==> config.mk <==
export PLATFORM = sky130hd
export DESIGN_NAME = mac_accumulator
export DESIGN_NICKNAME = d
export VERILOG_FILES = /design/src/rtl/mac_accumulator.sv
export SDC_FILE = /design/constraint.sdc
export NUM_CORES = 1
export LEC_CHECK = 0
export CORE_MARGIN = 4
export CORE_UTILIZATION = 49
export DETAILED_ROUTE_END_ITERATION = 6
export PLACE_DENSITY = 0.77
export SLEW_MARGIN = 40
export SYNTH_ARGS = -nofsm -noshare
export SYNTH_HDL_FRONTEND = slang
export SYNTH_SLANG_ARGS = --single-unit
==> constraint.sdc <==
create_clock -name clk -period 3.35 [get_ports clk]
set_input_delay 1.005 -clock clk [delete_from_list [all_inputs] [get_ports clk]]
set_output_delay 1.005 -clock clk [all_outputs]
set_load 0.01 [all_outputs]
==> src/rtl/mac_accumulator.sv <==
// Sums K multiplier products per frame; frame sum registered 1 clock after the K-th product strobe.
// One-entry valid/ready output; accumulation never stalls, unaccepted sums are overwritten (overrun).
module mac_accumulator #(
  parameter  int unsigned N  = 16,
  parameter  int unsigned G  = 4,
  parameter  int unsigned K  = 8,
  localparam int unsigned AW = 2*N + G,
  localparam int unsigned CW = $clog2(K+1)
) (
  input  logic          clk,
  input  logic          rst,
  input  logic [2*N-1:0] prod,
  input  logic          finished,
  input  logic          clr,
  output logic [AW-1:0] sum_out,
  output logic          sum_valid,
  input  logic          sum_ready,
  output logic [CW-1:0] count,
  output logic          ovf,
  output logic          overrun
);

  typedef enum logic {EMPTY, FULL} state_t;

  localparam logic [CW-1:0] LAST = CW'(K-1);

  state_t        state_q, state_d;
  logic          fin_q;
  logic [AW-1:0] acc_q, acc_d;
  logic [AW-1:0] sum_q, sum_d;
  logic [CW-1:0] count_q, count_d;
  logic          ovf_q, ovf_d;
  logic          ovr_q, ovr_d;
  logic          pstb;
  logic          frame_done;
  logic [AW:0]   add;

  always_comb begin
    pstb       = finished & ~fin_q;
    add        = {1'b0, acc_q} + (AW+1)'(prod);
    acc_d      = acc_q;
    count_d    = count_q;
    sum_d      = sum_q;
    ovf_d      = ovf_q;
    ovr_d      = ovr_q;
    state_d    = state_q;
    frame_done = 1'b0;

    // clr wins over a coincident strobe: that product is dropped
    if (clr) begin
      acc_d   = '0;
      count_d = '0;
    end else if (pstb) begin
      ovf_d = ovf_q | add[AW];
      if (count_q == LAST) begin
        frame_done = 1'b1;
        sum_d      = add[AW-1:0];
        acc_d      = '0;
        count_d    = '0;
      end else begin
        acc_d   = add[AW-1:0];
        count_d = count_q + CW'(1);
      end
    end

    case (state_q)
      EMPTY: if (frame_done) state_d = FULL;
      FULL: begin
        // completing with ready is accept-plus-reload, not an overrun
        if (frame_done) begin
          if (!sum_ready) ovr_d = 1'b1;
        end else if (sum_ready) begin
          state_d = EMPTY;
        end
      end
      default: state_d = EMPTY;
    endcase
  end

  always_ff @(posedge clk) begin
    if (rst) begin
      state_q <= EMPTY;
      fin_q   <= 1'b1;
      acc_q   <= '0;
      sum_q   <= '0;
      count_q <= '0;
      ovf_q   <= 1'b0;
      ovr_q   <= 1'b0;
    end else begin
      state_q <= state_d;
      fin_q   <= finished;
      acc_q   <= acc_d;
      sum_q   <= sum_d;
      count_q <= count_d;
      ovf_q   <= ovf_d;
      ovr_q   <= ovr_d;
    end
  end

  assign sum_out   = sum_q;
  assign sum_valid = (state_q == FULL);
  assign count     = count_q;
  assign ovf       = ovf_q;
  assign overrun   = ovr_q;

endmodule

==> results.sh <==
export IMPL_status="finished, final reports clean"
export IMPL_dp_cells=877
export IMPL_die_x_um=108
export IMPL_clockRootBuffer="clkbuf_8"
export IMPL_syn_area_mm2=0.00492
export IMPL_synth_area_per_cell_um2=8.13
export IMPL_start_kind="input pin"
export IMPL_layout_drive_gt1_share_pct=19.7
export IMPL_grt_overflow=0
export IMPL_area_growth_pct=39.6
export IMPL_final_setup_viol_count=0
export IMPL_initial_core_util_pct=50.3
export IMPL_synth_edff_count=0
export IMPL_yosysTopAreaCell="dfxtp_1"
export IMPL_synth_top_area_share_pct=32.5
export IMPL_maxCapViolations=0
export IMPL_required_ns=3.61
export IMPL_vdd_drop_max_mv=0.229
export IMPL_cts_max_path_buffers=2
export IMPL_tns_ns=0
export IMPL_fillers=828
export IMPL_gp_congestion=0.925
export IMPL_post_route_drc_count=0
export IMPL_crit_type="in -> reg"
export IMPL_worst_path_max_fanout=3
export IMPL_nNetsFinal=828
export IMPL_worst_slew_pin_slew_ns=0.633
export IMPL_track_usage_pct=26.4
export IMPL_wl_per_cell_um=17.3
export IMPL_core_area_mm2=0.00977
export IMPL_grt_pass1_vias=5092
export IMPL_final_period_utilization_pct=97.8
export IMPL_wl_mm=15.5
export IMPL_cp_end_kind="flop"
export IMPL_dieArea_mm2=0.0117
export IMPL_firstDrtPassIters=4
export IMPL_rsz0062_at_grt="true"
export IMPL_grt_max_degree=41
export IMPL_dr_first_iter_drc_count=307
export IMPL_ys_flop_type="dfxtp_1"
export IMPL_synthCells=605
export IMPL_antenna_found_initial=0
export IMPL_final_cell_area_mm2=0.00687
export IMPL_ant_nets=0
export IMPL_ys_async_sr_fraction_pct=0
export IMPL_power_total_mw=2.24
export IMPL_io_buffers=79
export IMPL_layout_setup_ws_ns=0.0736
export IMPL_seq_area_mm2=0.00160
export IMPL_slew_viol_final=0
export IMPL_worstSkewPairLatency_ns=0.36
export IMPL_final_min_clock_period_ns=3.28
export IMPL_cts_clk_slew_worst_paths_ns=0.08
export IMPL_r2r_setup_slack_ns=0.61
export IMPL_max_freq_ghz=0.305
export IMPL_final_util_pct=70.3
export IMPL_syn_nets=676
export IMPL_multi_input_area_mm2=0.00322
export IMPL_ios=80
export IMPL_fp_row_count=36
export IMPL_diodes=0
export IMPL_yosysMostFrequentCell="dfxtp_1"
export IMPL_placed_cell_area_mm2=0.00648
export IMPL_yosysUniqueCellTypes=71
export IMPL_num_vias=5154
export IMPL_die_h_um=108
export IMPL_ys_seq_elements=80
export IMPL_fin_skew_ns=0.0131
export IMPL_hold_viol=0
export IMPL_finalNonFillerCells=895
export IMPL_cts_sinks=80
export IMPL_grt_first_pass_wirelength_mm=24.5
export IMPL_cts_tree="done"
export IMPL_arrival_ns=3.53
export IMPL_power_density_mw_per_mm2=327
export IMPL_dpl_hpwl_mm=11.4
export IMPL_hold_slack_ns=0.455
export IMPL_relSlewSlack_pct=57.8
export IMPL_htreeDepth=3
export IMPL_via_per_inst=5.76
export IMPL_leakagePower_nw=2.82
export IMPL_yosysSeqAreaShare_pct=32.5
export IMPL_hold_buffers=0
export IMPL_yosys_warnings=0
export IMPL_min_path_type="reg -> reg"
export IMPL_dp_slack_ns=-0.504
export IMPL_synth_area_top_cells="dfxtp_1, ha_1, nand2_1"
export IMPL_synth_common_cells="dfxtp_1, nand2_1, a21oi_1, nor2_1, ha_1"
export IMPL_cts_made_buffers=9
[layout make-up]
| cell class | instances | share of cell area (%) |
|---|---|---|
| clock inverter | 5 | 1.86 |
| clock buffer | 11 | 2.06 |
| timing repair buffer | 176 | 22.4 |
| tap | 133 | 2.42 |
| inverter | 18 | 0.984 |
| sequential | 80 | 23.3 |
| multi-input combinational | 472 | 46.9 |
[cell usage in the layout (no fill, tap or decap), drive strengths merged, types with 11 or more instances in the layout]
cell type      count
nand4             12
ha                33
buf               97
o21ai             36
dfxtp             80
xor2              13
a22oi             14
or3               12
clkdlybuf4s50     77
o211ai            12
a21oi             59
nor2              39
inv               18
nand3             22
nand2             78
a21o              17
clkbuf            11
xnor2             11
[power breakdown]
group	internal, mW	switching, mW	leakage [nW]	total (mW)
sequential	0.957	0.00448	0.645	0.961
combinational	0.159	0.168	2.04	0.327
clock	0.591	0.365	0.130	0.956
[state kept, by name, indices dropped and copies added (netlist names)]
register,cells
ovf,1
acc_q,36
count,4
sum_valid,1
sum_out,36
overrun,1
fin_q,1
[logic make-up (layout without fill, tap and decap cells)]
logic type	after synthesis	after routing	share of synthesized area, %
fa+ha+maj	34	34	8.80
xor+xnor	24	24	4.27
buf+inv	53	210	4.32
simple gates	203	203	19.6
mux	4	4	0.814
flops	80	80	32.5
compound gates	207	207	29.6
[layer usage]
layer,part of all wire (%),wire length (um),GRT usage [%]
met1,43,6650,32.0
met2,49,7630,47.2
met3,5.7,890,5.31
met4,2.0,315,7.39
met5,0,0,0
[critical path, cell delays in order]
cell           delay, ns
dlygate4sd2_1       0.23
ha_2                0.19
fa_2                0.40
a211oi_4            0.24
o211ai_2            0.16
a211oi_4            0.32
a211oi_2            0.13
o21a_1              0.20
or3_4               0.39
a32o_1              0.26
[worst paths after layout]
path	cells after the start	to	from
worst min register to register	2	ovf$_SDFFE_PP0P_	ovf$_SDFFE_PP0P_
worst max register to register	9	acc_q[30]$_SDFFE_PP0P_	acc_q[0]$_SDFFE_PP0P_
worst min-delay path	2	ovf$_SDFFE_PP0P_	ovf$_SDFFE_PP0P_
worst max-delay path	10	acc_q[30]$_SDFFE_PP0P_	prod[0]
[repair_timing]
| item | 4_1_cts | 5_1_grt |
|---|---|---|
| pin swaps | 10 | 8 |
| setup endpoints to repair | 6 | 25 |
| buffers inserted | 2 | 0 |
| resized for setup | 6 | 14 |
| hold endpoints to repair | 0 | 0 |
Note: power is estimated with default switching activity, not from simulation.
